==> config.mk <==
export PLATFORM = sky130hd
export DESIGN_NAME = sdram_req_queue
export DESIGN_NICKNAME = d
export VERILOG_FILES = /design/src/rtl/sdram_req_queue.sv
export SDC_FILE = /design/constraint.sdc
export NUM_CORES = 1
export LEC_CHECK = 0
export ABC_AREA = 1
export CORE_ASPECT_RATIO = 1.5
export CORE_MARGIN = 2
export CORE_UTILIZATION = 58
export CTS_CLUSTER_DIAMETER = 100
export DETAILED_ROUTE_END_ITERATION = 8
export PLACE_DENSITY = 0.8
export SLEW_MARGIN = 20
export SYNTH_ARGS = -nofsm -noshare
export SYNTH_HDL_FRONTEND = slang
export SYNTH_SLANG_ARGS = --single-unit
==> constraint.sdc <==
create_clock -name CLK -period 3.2 [get_ports CLK]
set_input_delay 0.64 -clock CLK [delete_from_list [all_inputs] [get_ports CLK]]
set_output_delay 0.64 -clock CLK [all_outputs]
set_load 0.1 [all_outputs]
==> src/rtl/sdram_req_queue.sv <==
// rtl/sdram_req_queue.sv - in-order request FIFO and single-issue command front end for memory_controller
// Optional statistics counters (CNT_CLR, WR_CNT, RD_CNT) are built when SDRAM_REQ_QUEUE_STATS_EN is defined.
module sdram_req_queue #(
   parameter int DEPTH  = 8,
   parameter int ADR_W  = 13,
   parameter int DATA_W = 16
) (
   input  logic                   CLK,
   input  logic                   NRST,
   // host request side
   input  logic                   REQ_VALID,
   output logic                   REQ_READY,
   input  logic                   REQ_WE,
   input  logic [ADR_W-1:0]       REQ_ADR,
   input  logic [1:0]             REQ_BDR,
   input  logic [DATA_W-1:0]      REQ_DATA,
   // host read return
   output logic                   RD_VALID,
   output logic [DATA_W-1:0]      RD_DATA,
   // queue status
   output logic                   FULL,
   output logic                   EMPTY,
   output logic [$clog2(DEPTH):0] LEVEL,
   // controller user port
   output logic [ADR_W-1:0]       ADR_IN,
   output logic [1:0]             BDR_IN,
   output logic [DATA_W-1:0]      DIN,
   output logic                   RE_IN,
   output logic                   WE_IN,
   input  logic [DATA_W-1:0]      DOUT,
   input  logic                   RDY
`ifdef SDRAM_REQ_QUEUE_STATS_EN
   ,
   input  logic                   CNT_CLR,
   output logic [15:0]            WR_CNT,
   output logic [15:0]            RD_CNT
`endif
);

   localparam int PTR_W = $clog2(DEPTH);
   localparam int ENT_W = 1 + 2 + ADR_W + DATA_W;
   localparam logic [PTR_W:0] CNT_FULL = (PTR_W+1)'(DEPTH);

   // Issue FSM encoding
   localparam logic [1:0] S_IDLE      = 2'd0;
   localparam logic [1:0] S_ISSUE     = 2'd1;
   localparam logic [1:0] S_WAIT_ACK  = 2'd2;
   localparam logic [1:0] S_WAIT_DONE = 2'd3;

   logic [ENT_W-1:0]  mem [DEPTH];
   logic [PTR_W-1:0]  wr_ptr;
   logic [PTR_W-1:0]  rd_ptr;
   logic [PTR_W:0]    count;
   logic [1:0]        state;
   logic              cmd_we;

   logic              push;
   logic              pop;
   logic [ENT_W-1:0]  head;
   logic              head_we;
   logic [1:0]        head_bdr;
   logic [ADR_W-1:0]  head_adr;
   logic [DATA_W-1:0] head_data;

   // Status comes from the registered count only, so a same-cycle pop never frees a slot early.
   assign FULL      = (count == CNT_FULL);
   assign EMPTY     = (count == '0);
   assign LEVEL     = count;
   assign REQ_READY = !FULL;

   assign push = REQ_VALID && REQ_READY;
   assign pop  = (state == S_IDLE) && !EMPTY && RDY;

   // Head-of-queue entry layout: {WE, BDR, ADR, DATA}
   assign head      = mem[rd_ptr];
   assign head_we   = head[ENT_W-1];
   assign head_bdr  = head[ENT_W-2 -: 2];
   assign head_adr  = head[DATA_W +: ADR_W];
   assign head_data = head[DATA_W-1:0];

   // Entry storage: written on every accepted push, no reset needed since count gates reads.
   always_ff @(posedge CLK) begin
      if (push) begin
         mem[wr_ptr] <= {REQ_WE, REQ_BDR, REQ_ADR, REQ_DATA};
      end
   end

   // Write and read pointers; natural power-of-two wrap.
   always_ff @(posedge CLK or negedge NRST) begin
      if (!NRST) begin
         wr_ptr <= '0;
         rd_ptr <= '0;
      end else begin
         if (push) begin
            wr_ptr <= wr_ptr + 1'b1;
         end
         if (pop) begin
            rd_ptr <= rd_ptr + 1'b1;
         end
      end
   end

   // Occupancy count; simultaneous push and pop leaves it unchanged.
   always_ff @(posedge CLK or negedge NRST) begin
      if (!NRST) begin
         count <= '0;
      end else begin
         case ({push, pop})
            2'b10:   count <= count + 1'b1;
            2'b01:   count <= count - 1'b1;
            default: count <= count;
         endcase
      end
   end

   // Issue FSM: one request in flight, handshake on RDY falling then rising.
   always_ff @(posedge CLK or negedge NRST) begin
      if (!NRST) begin
         state <= S_IDLE;
      end else begin
         case (state)
            S_IDLE: begin
               if (pop) begin
                  state <= S_ISSUE;
               end
            end
            S_ISSUE: begin
               state <= S_WAIT_ACK;
            end
            S_WAIT_ACK: begin
               if (!RDY) begin
                  state <= S_WAIT_DONE;
               end
            end
            S_WAIT_DONE: begin
               if (RDY) begin
                  state <= S_IDLE;
               end
            end
            default: begin
               state <= S_IDLE;
            end
         endcase
      end
   end

   // Command field registers: loaded on pop and held until the next pop.
   always_ff @(posedge CLK or negedge NRST) begin
      if (!NRST) begin
         cmd_we <= 1'b0;
         ADR_IN <= '0;
         BDR_IN <= '0;
         DIN    <= '0;
      end else if (pop) begin
         cmd_we <= head_we;
         ADR_IN <= head_adr;
         BDR_IN <= head_bdr;
         DIN    <= head_data;
      end
   end

   // Command strobes: registered, high only for the ISSUE cycle, never both at once.
   always_ff @(posedge CLK or negedge NRST) begin
      if (!NRST) begin
         WE_IN <= 1'b0;
         RE_IN <= 1'b0;
      end else begin
         WE_IN <= pop && head_we;
         RE_IN <= pop && !head_we;
      end
   end

   // Read return: capture DOUT when RDY rises in WAIT_DONE and strobe RD_VALID the next cycle.
   always_ff @(posedge CLK or negedge NRST) begin
      if (!NRST) begin
         RD_VALID <= 1'b0;
         RD_DATA  <= '0;
      end else begin
         RD_VALID <= 1'b0;
         if ((state == S_WAIT_DONE) && RDY && !cmd_we) begin
            RD_DATA  <= DOUT;
            RD_VALID <= 1'b1;
         end
      end
   end

`ifdef SDRAM_REQ_QUEUE_STATS_EN
   // Statistics: count write strobes and read returns; clear wins over a same-cycle increment.
   always_ff @(posedge CLK or negedge NRST) begin
      if (!NRST) begin
         WR_CNT <= 16'd0;
         RD_CNT <= 16'd0;
      end else if (CNT_CLR) begin
         WR_CNT <= 16'd0;
         RD_CNT <= 16'd0;
      end else begin
         if (WE_IN) begin
            WR_CNT <= WR_CNT + 16'd1;
         end
         if (RD_VALID) begin
            RD_CNT <= RD_CNT + 16'd1;
         end
      end
   end
`endif

endmodule

==> results.yml, run 1 <==
timing:
  slew_viol_final: 0
  fin_tns_setup_ps: 0
  layout_min_cycle_time_ps: 2300
  setup_viol: 0
  rsz0062_at_grt: "false"
  clock-skew-final_ps: 8.24
  period_share: 0.718
  maxSlewHeadroom: 0.416
  worst_slew_pin_slew_ps: 876
  hold_viol_final: 0
  max_clock_freq_mhz: 435
route:
  avgRoutedWirePerCell_um: 17.2
  dr.pass1.iters: 5
  drt-total-wl_um: 29100
  first_iter_violations: 860
  ant_nets: 0
  drc: 0
  vias: 9121
  via_per_inst: 5.40
synthesis:
  synth_fp_nets: 1348
  synth_area_per_cell_sq_um: 10.4
  yosysSeqAreaShare: 0.694
  yosys_warnings: 0
  syn_inst: 1286
  synth_area_sq_mm: 0.0134
  synth_cell_types: 23
  yosys_register_bits: 319
setup_path:
  reg2reg_depth: 7
  critPathBufInv: 2
  critPathRequiredTime_ps: 2560
  cp-start-kind: "flip-flop"
  path_depth: 4
  path_cells: "nor2_1 > nand3_2 > clkinvlp_4 > buf_4"
  rr_endpoint: "mem[7][25]$_DFFE_PP_"
  crit_slowest_cell: "dfrtp_1"
  r2r_slack_ps: 1010
  slowest_delay_ps: 430
  worstSetupPathType: "flip-flop to output pin"
  crit_fanout: 5
  worstPathArrival_ps: 1660
  startpoint: "LEVEL[1]$_DFFE_PN0P_"
  crit_family: "flip-flops"
  regToRegStartpoint: "LEVEL[1]$_DFFE_PN0P_"
  crit_path_end_kind: "output pin"
power_and_ir_drop:
  swShare: 0.441
  power_frac_clock: 0.218
  power-per-cell-area_mw_per_mm2: 1030
  p_leak_nw: 7.03
  ir_drop_v: 0.000628
  p_int_w: 0.00899
  p_switching_w: 0.00710
  share_comb_of_total_power: 0.429
  total_power_w: 0.0161
  seqPwrFrac: 0.353
finish:
  n_antenna_cell: 0
  layout-drive-gt1-share: 0.102
  syn_to_final_growth_pct: 17.1
  nets: 1450
  fillCellCount: 1590
  fin_area_sq_mm: 0.0156
global_route:
  grt_max_degree: 94
  grt_pass1_vias: 9391
  antenna_found_initial: 0
  grtUsageTotal: 0.244
  gr-total-overflow: 0
  grt_first_pass_wirelength_um: 46700
place:
  postPlaceCellArea_sq_mm: 0.0147
  place.gp.congestion: 0.829
  hpwl_um: 16700
  port_buffers: 108
clock_network:
  clkTransAtPathRegs_ps: 70
  post_cts_buffers: 0
  postCtsHoldBufs: 0
  cts_resized: 0
  cts_root_buffer: "clkbuf_16"
  cts_max_level: 1
  clkLatencyLatePin_ps: 540
  cts_tree: "yes"
  clk_path_buf_depth: 3
  cts_sinks: 319
  cts_buffers: 28
die:
  dieArea_sq_mm: 0.0243
  io_pins: 109
  rows: 68
  dieHeight_um: 190
  start_util: 0.586
  die_w_um: 128
  coreArea_sq_mm: 0.0228
status:
  run_status: "completed"
flow_run:
  max_cap_violations: 0
worst_hold_path:
  hold_path_class: "primary input to async pin"
-- per-stage QoR --
stage                      util  cells  hold slack, ps  worst slack, ps
after CTS                 0.686   1690             247              878
after detailed placement  0.643   1638             466              549
after floorplan               -   1286             344             78.1
after global routing      0.686   1690             292              831
final                     0.686   1690             222              902
after global placement    0.643   1638             464              612
-- logic make-up after synthesis --
group / synth area share
buffers and inverters: 0.0808
AND/OR/NAND/NOR: 0.209
AO/OA/AOI/OAI: 0.00262
flip-flops: 0.694
XOR/XNOR: 0.00328
multiplexers: 0.000750
adder cells (fa/ha/maj): 0.00993
-- cells in the final DEF, fill, tap and decap left out, types with 4 or more instances in the layout --
cell	instances
nand2_1	459
edfxtp_1	256
inv_1	208
nand3_1	197
buf_4	74
dfrtp_1	61
clkdlybuf4s50_1	50
clkbuf_16	29
ha_1	9
nor2_4	8
clkinv_2	6
nor2_1	5
o21ai_0	5
buf_12	5
clkinvlp_4	4
bufinv_16	4
-- layout make-up --
class                      count  area [sq um]  area share
clock inverter                18           210      0.0134
tap                          280           350      0.0224
multi-input combinational    697          3080       0.197
sequential                   319          9270       0.593
timing repair buffer         129          1160      0.0740
clock buffer                  34           764      0.0489
inverter                     213           805      0.0515
-- cell usage after synthesis --
| cell type | number | area share |
|---|---|---|
| a21oi_1 | 2 | 0.00075 |
| buf_1 | 6 | 0.0017 |
| buf_2 | 37 | 0.014 |
| buf_4 | 5 | 0.0028 |
| clkbuf_1 | 9 | 0.0025 |
| clkinv_1 | 1 | 0.00028 |
| dfrtp_1 | 63 | 0.12 |
| edfxtp_1 | 256 | 0.58 |
| fa_1 | 1 | 0.0015 |
| ha_1 | 9 | 0.0084 |
| inv_1 | 209 | 0.059 |
| inv_2 | 3 | 0.00084 |
| mux2i_1 | 1 | 0.00075 |
| nand2_1 | 459 | 0.13 |
| nand2_2 | 1 | 0.00047 |
| nand3_1 | 198 | 0.074 |
| nand3_2 | 1 | 0.00075 |
| nor2_1 | 13 | 0.0037 |
| o21ai_0 | 5 | 0.0019 |
| or2_1 | 1 | 0.00047 |
| or2_2 | 1 | 0.00047 |
| xnor2_1 | 2 | 0.0013 |
| xor2_1 | 3 | 0.0020 |
-- how the worst max path moves through the flow --
stage	slack, ps	endpoint
after floorplan	80	LEVEL[3]$_DFFE_PN0P_
after global placement	610	mem[7][25]$_DFFE_PP_
after detailed placement	550	mem[7][25]$_DFFE_PP_
after CTS	880	FULL
after global routing	830	FULL
final	900	FULL
-- power groups by stage --
| stage | Sequential (W) | Clock, W | Combinational [W] |
|---|---|---|---|
| floorplan | 0.00792 | 0 | 0.00298 |
| global placement | 0.00572 | 0 | 0.00669 |
| detailed placement | 0.00575 | 0 | 0.00687 |
| CTS | 0.00568 | 0.00355 | 0.00691 |
| global route | 0.00575 | 0.00371 | 0.00741 |
| finish | 0.00568 | 0.00351 | 0.00690 |
-- state kept, by name, summed over array words and instances (netlist names) --
signal,flops
DIN,16
mem,256
LEVEL,4
BDR_IN,2
RD_VALID,1
rd_ptr,3
WE_IN,1
state,2
RD_DATA,16
wr_ptr,3
ADR_IN,13
RE_IN,1
cmd_we,1
-- worst register-to-register path, cell delays in order, from the launching register on --
cell and delay (ps):
dfrtp_1 430, nor2_1 100, nand3_2 110, nand2_1 150, inv_1 170, nand2_1 260
nor2_4 380, buf_12 270
-- metal layers --
metal  share of wire  track usage  vias to the layer above  routed length (um)
li1                -            -                     4312                   -
met1            0.37        0.294                     4376               10900
met2            0.53        0.442                      354               15400
met3           0.061       0.0301                       79                1790
met4           0.035        0.103                        0                1020
met5               0            0                        -                   0
Note: power is estimated with default switching activity, not from simulation.
==> run 2, diff against run 1 <==
==> constraint.sdc (replaced) <==
create_clock -name CLK -period 2.22 [get_ports CLK]
set_input_delay 0.444 -clock CLK [delete_from_list [all_inputs] [get_ports CLK]]
set_output_delay 0.444 -clock CLK [all_outputs]
set_load 0.1 [all_outputs]
==> run 2 against run 1 <==
Effect of this change: first-iteration DRC count down 12%; final cell count rose by 1.0%; sequential share of layout area is 0.91 points lower; clock-buffer cell count up 1; design area is 1.7% higher; largest cell class unchanged.
==> results.yml, run 2 (synthesis gave the netlist of run 1 again) <==
route:
  vias: 9143
  via_per_inst: 5.36
  avgRoutedWirePerCell_um: 17.4
  drt-total-wl_um: 29600
  first_iter_violations: 759
  dr.pass1.iters: 6
  ant_nets: 0
  drc: 0
finish:
  syn_to_final_growth_pct: 19.1
  fin_area_sq_mm: 0.0159
  n_antenna_cell: 0
  layout_commonest_cell: "nand2_1"
  fin_util: 0.697
  layout_common_cells: "nand2_1, edfxtp_1, inv_1"
  nets: 1468
  fillCellCount: 1619
  layout-drive-gt1-share: 0.113
  largest_reg_flops: 256
  largestRegisters: "mem x256, DIN x16, RD_DATA x16"
  final_cell_count_no_fill: 1707
  top_register: "mem"
global_route:
  grt_use_met2: 0.452
  grtUsageTotal: 0.248
  grt_max_degree: 131
  gr-total-overflow: 0
  grt_pass1_vias: 9306
  use_met3: 0.0321
  grt.busiest_layer: "met2"
  grt_use_met1: 0.294
  antenna_found_initial: 0
  grt_first_pass_wirelength_um: 47100
setup_path:
  path_cells: "nor2_4 > nand2_1 > inv_1 > buf_12"
  reg2reg_depth: 8
  crit_path_end_kind: "output pin"
  crit_slowest_cell: "dfrtp_4"
  critPathRequiredTime_ps: 1780
  crit_fanout: 5
  crit_family: "flip-flops"
  worstSetupPathType: "flip-flop to output pin"
  regToRegStartpoint: "LEVEL[0]$_DFFE_PN0P_"
  r2r_slack_ps: 210
  worstPathArrival_ps: 1620
  critPathBufInv: 2
  cp-start-kind: "flip-flop"
  startpoint: "LEVEL[0]$_DFFE_PN0P_"
  rr_endpoint: "LEVEL[2]$_DFFE_PN0P_"
  slowest_delay_ps: 510
timing:
  setup_viol: 0
  fin_hold_ws_ps: 442
  worst_slew_pin_slew_ps: 631
  slew_viol_final: 0
  max_clock_freq_mhz: 485
  clock-skew-final_ps: 9.70
  fin_tns_setup_ps: 0
  period_share: 0.928
  hold_viol_final: 0
  maxSlewHeadroom: 0.580
  layout_min_cycle_time_ps: 2060
  rsz0062_at_grt: "false"
place:
  port_buffers: 108
  postPlaceCellArea_sq_mm: 0.0150
  place.gp.congestion: 0.812
  numPlacedInstances: 1654
  hpwl_um: 17700
clock_network:
  clkTransAtPathRegs_ps: 70
  cts_sinks: 319
  cts_root_buffer: "clkbuf_16"
  clk_path_buf_depth: 3
  clkLatencyLatePin_ps: 540
  cts_max_level: 1
  cts_tree: "yes"
  cts_buffers: 29
worst_hold_path:
  hold_path_class: "primary input to async pin"
power_and_ir_drop:
  power-per-cell-area_mw_per_mm2: 1460
  swShare: 0.441
  power_frac_clock: 0.203
  share_comb_of_total_power: 0.441
  p_switching_w: 0.0102
  p_int_w: 0.0129
  seqPwrFrac: 0.356
  p_leak_nw: 7.14
  ir_drop_v: 0.00109
die:
  io_pins: 109
  start_util: 0.586
  dieArea_sq_mm: 0.0243
  dieHeight_um: 190
  rows: 68
  die_w_um: 128
  coreArea_sq_mm: 0.0228
flow_run:
  max_cap_violations: 0
status:
  run_status: "completed"
==> run 2: cell count changes in the layout (fill, tap and decap cells not counted), sizes merged <==
cell / change
buf: +16
clkinv: +3
bufinv: -2
clkinvlp: -2
clkbuf: +1
dlygate4sd3: +1
==> run 2: worst reg2reg max path, stage by stage (launching register included) <==
cell     delay, ps
dfrtp_4        510
nor2_4         150
nand3_4        120
nand2_4        130
ha_2           230
inv_1           70
fa_1           390
xor2_1         170
o21ai_0        160
==> run 2: final cells by class <==
cell class                 count  area (sq um)  share of cell area
clock buffer                  35           748              0.0470
timing repair buffer         146          1470              0.0927
sequential                   319          9280               0.584
multi-input combinational    697          3110               0.196
inverter                     213           801              0.0504
tap                          280           350              0.0220
clock inverter                17           134             0.00842
==> run 2: power groups by stage <==
stage	sequential, W	combinational (W)	clock [W]
after floorplan	0.0115	0.00432	0
after global placement	0.00832	0.00997	0
after detailed placement	0.00836	0.0102	0
after CTS	0.00826	0.0103	0.00476
after global routing	0.00835	0.0110	0.00500
final	0.00825	0.0102	0.00470
==> run 2: per-layer routing <==
metal  part of all wire  wire [um]
met2               0.53      15600
met3              0.068       2020
met4              0.040       1190
met5                  0          0
met1               0.36      10800
==> run 2: how the worst max path moves through the flow <==
stage	to	slack, ps	cells past startpoint
after floorplan	mem[0][0]$_DFFE_PP_	-90	5
after global placement	LEVEL[3]$_DFFE_PN0P_	70	10
after detailed placement	LEVEL[2]$_DFFE_PN0P_	40	8
after CTS	EMPTY	130	4
after global routing	LEVEL[3]$_DFFE_PN0P_	50	12
final	EMPTY	160	4
==> run 2: timing repair <==
action	4_1_cts	5_1_grt
endpoints found under the setup margin	0	0
endpoints found under the hold margin	28	0
resized for setup	0	0
hold buffers	1	0
setup buffers	0	0
==> run 2: per-stage QoR <==
step	total power, W	setup slack [ps]
finish	0.0232	159
global route	0.0243	49.8
CTS	0.0233	132
detailed placement	0.0186	38.9
global placement	0.0183	70.7
floorplan	0.0158	-85.7
==> run 3, diff against run 2 <==
--- a/config.mk
+++ b/config.mk
@@ -6,12 +6,10 @@
 export NUM_CORES = 1
 export LEC_CHECK = 0
 export ABC_AREA = 1
-export CORE_ASPECT_RATIO = 1.5
 export CORE_MARGIN = 2
-export CORE_UTILIZATION = 58
+export CORE_UTILIZATION = 30
 export CTS_CLUSTER_DIAMETER = 100
 export DETAILED_ROUTE_END_ITERATION = 8
-export PLACE_DENSITY = 0.8
 export SLEW_MARGIN = 20
 export SYNTH_ARGS = -nofsm -noshare
 export SYNTH_HDL_FRONTEND = slang
==> constraint.sdc (replaced) <==
create_clock -name CLK -period 2.22 [get_ports CLK]
set_input_delay 0.222 -clock CLK [delete_from_list [all_inputs] [get_ports CLK]]
set_output_delay 0.222 -clock CLK [all_outputs]
set_load 0.1 [all_outputs]
==> run 3 against run 2 <==
Effect of this change: clock-buffer cell count rose by 17; largest power group unchanged; critical endpoint is now LEVEL[3]$_DFFE_PN0P_; global-route usage fell by 11 points; total power increased by 3.0%; highest routed layer is now met5; hold slack got worse by 180 ps; critical path type is now flip-flop to flip-flop; die area rose by 90%.
==> results.yml, run 3 (synthesis gave the netlist of run 1 again) <==
status:
  run_status: "completed"
global_route:
  grt_first_pass_wirelength_um: 50100
  grt_max_degree: 67
  gr-total-overflow: 0
  grt_pass1_vias: 8784
  grtUsageTotal: 0.138
  antenna_found_initial: 1
setup_path:
  crit_slowest_cell: "dfrtp_4"
  critPathBufInv: 1
  path_cells: "nor2_4 > nand2_1 > nand3_2 > inv_2 > ha_2 > ha_1 > a21oi_2 > nand2_1 > nand2_1 > nand2_1 > nand2_1 > nand2_1"
  reg2reg_depth: 12
  crit_path_end_kind: "flip-flop"
  crit_fanout: 5
  worstSetupPathType: "flip-flop to flip-flop"
  r2r_slack_ps: 240
  critical_path.most_common_cell: "nand2_1"
  startpoint: "LEVEL[0]$_DFFE_PN0P_"
  cp-start-kind: "flip-flop"
  critPathRequiredTime_ps: 2620
  path_depth: 12
  worstPathArrival_ps: 2380
  slowest_delay_ps: 500
  regToRegStartpoint: "LEVEL[0]$_DFFE_PN0P_"
  crit_family: "simple AND/OR/NAND/NOR gates"
finish:
  largestRegisters: "mem x256, DIN x16, RD_DATA x16"
  largest_reg_flops: 256
  layout_common_cells: "nand2_1, edfxtp_1, inv_1"
  n_antenna_cell: 0
  layout_commonest_cell: "nand2_1"
  fin_area_sq_mm: 0.0164
  syn_to_final_growth_pct: 22.9
  nets: 1472
  multiInputGateArea_sq_mm: 0.00311
  layout-drive-gt1-share: 0.114
  fillCellCount: 4337
  fin_util: 0.372
  ff_latch_area_sq_mm: 0.00928
  top_register: "mem"
timing:
  max_clock_freq_mhz: 505
  clock-skew-final_ps: 14.1
  maxSlewHeadroom: 0.580
  layout_min_cycle_time_ps: 1980
  slew_viol_final: 0
  period_share: 0.892
  setup_viol: 0
  rsz0062_at_grt: "false"
  worst_slew_pin_slew_ps: 631
  hold_viol_final: 0
place:
  hpwl_um: 18500
  port_buffers: 108
  place.gp.congestion: 0.753
  postPlaceCellArea_sq_mm: 0.0153
power_and_ir_drop:
  seqPwrFrac: 0.348
  total_power_w: 0.0239
  swShare: 0.434
  ir_drop_v: 0.000765
  power_frac_clock: 0.226
  share_comb_of_total_power: 0.426
  p_int_w: 0.0135
  p_switching_w: 0.0104
  power-per-cell-area_mw_per_mm2: 1460
  p_leak_nw: 7.20
die:
  rows: 77
  io_pins: 109
  dieArea_sq_mm: 0.0462
  start_util: 0.303
  dieHeight_um: 215
  die_w_um: 215
  coreArea_sq_mm: 0.0441
clock_network:
  clkLatencyLatePin_ps: 510
  cts_buffers: 35
  cts_tree: "yes"
  cts_root_buffer: "clkbuf_16"
  clk_path_buf_depth: 3
  clkTransAtPathRegs_ps: 50
  cts_sinks: 319
  cts_max_level: 2
route:
  drt-total-wl_um: 31200
  first_iter_violations: 639
  dr.pass1.iters: 7
  avgRoutedWirePerCell_um: 15.4
  vias: 8774
  ant_nets: 0
  via_per_inst: 4.33
  drc: 0
worst_hold_path:
  hold_path_class: "primary input to flip-flop"
  hold_depth: 3
  hp-start: "DOUT[0]"
flow_run:
  max_cap_violations: 0
-- run 3: cell types whose count changed in the layout (fill, tap and decap cells not counted), moves of 2 or more --
cell,before,now
clkinv_2,5,3
clkbuf_16,29,37
buf_12,20,16
buf_4,75,77
clkinv_1,9,6
clkbuf_1,6,14
-- run 3: cell type report --
type | instances | share of cell area
sequential | 319 | 0.566
multi-input combinational | 697 | 0.190
timing repair buffer | 144 | 0.0858
clock buffer | 52 | 0.0605
inverter | 213 | 0.0489
tap | 592 | 0.0451
clock inverter | 10 | 0.00435
-- run 3: final timing paths --
kind / endpoint
setup reg to reg: LEVEL[3]$_DFFE_PN0P_
setup / recovery: LEVEL[3]$_DFFE_PN0P_
min in group asynchronous: ADR_IN[11]$_DFFE_PN0P_
hold / removal: RD_DATA[0]$_DFFE_PN0P_
hold reg to reg: ADR_IN[2]$_DFFE_PN0P_
max in group asynchronous: RD_VALID$_DFF_PN0_
-- run 3: power by group through the flow --
stage / combinational (W) / clock, W / sequential, W
5_1_grt: 0.0110 / 0.00577 / 0.00845
4_1_cts: 0.0103 / 0.00557 / 0.00832
3_3_place_gp: 0.0102 / 0 / 0.00841
3_5_place_dp: 0.0103 / 0 / 0.00844
6_report: 0.0102 / 0.00541 / 0.00831
2_1_floorplan: 0.00432 / 0 / 0.0115
-- run 3: metal layers --
layer	up-vias	part of all wire	global-route usage
met4	2	0.015	0.0317
li1	4363	-	-
met1	4155	0.45	0.185
met5	-	0.00042	0
met3	40	0.051	0.0236
met2	214	0.48	0.233
-- run 3: through the flow --
stage / TNS [ps] / hold WS, ps / setup slack, ps / instances
after detailed placement: 0 / 291 / 199 / 1964
after floorplan: -17140 / -73.6 / -85.7 / 1286
after global routing: 0 / 262 / 119 / 2027
final: 0 / 259 / 241 / 2027
after CTS: 0 / 235 / 229 / 2027
after global placement: 0 / 284 / 193 / 1964
-- run 3: worst register-to-register path: stages, from the launching register on --
cell and delay [ps]:
dfrtp_4 500, nor2_4 150, nand2_1 100, nand3_2 90
inv_2 50, ha_2 190, ha_1 340, a21oi_2 180
nand2_1 70, nand2_1 70, nand2_1 50, nand2_1 50
nand2_1 40
-- run 3: timing repair --
item,in CTS,in global routing
endpoints found under the hold margin,36,0
buffers inserted,0,0
resized for setup,0,0
hold buffers,1,0
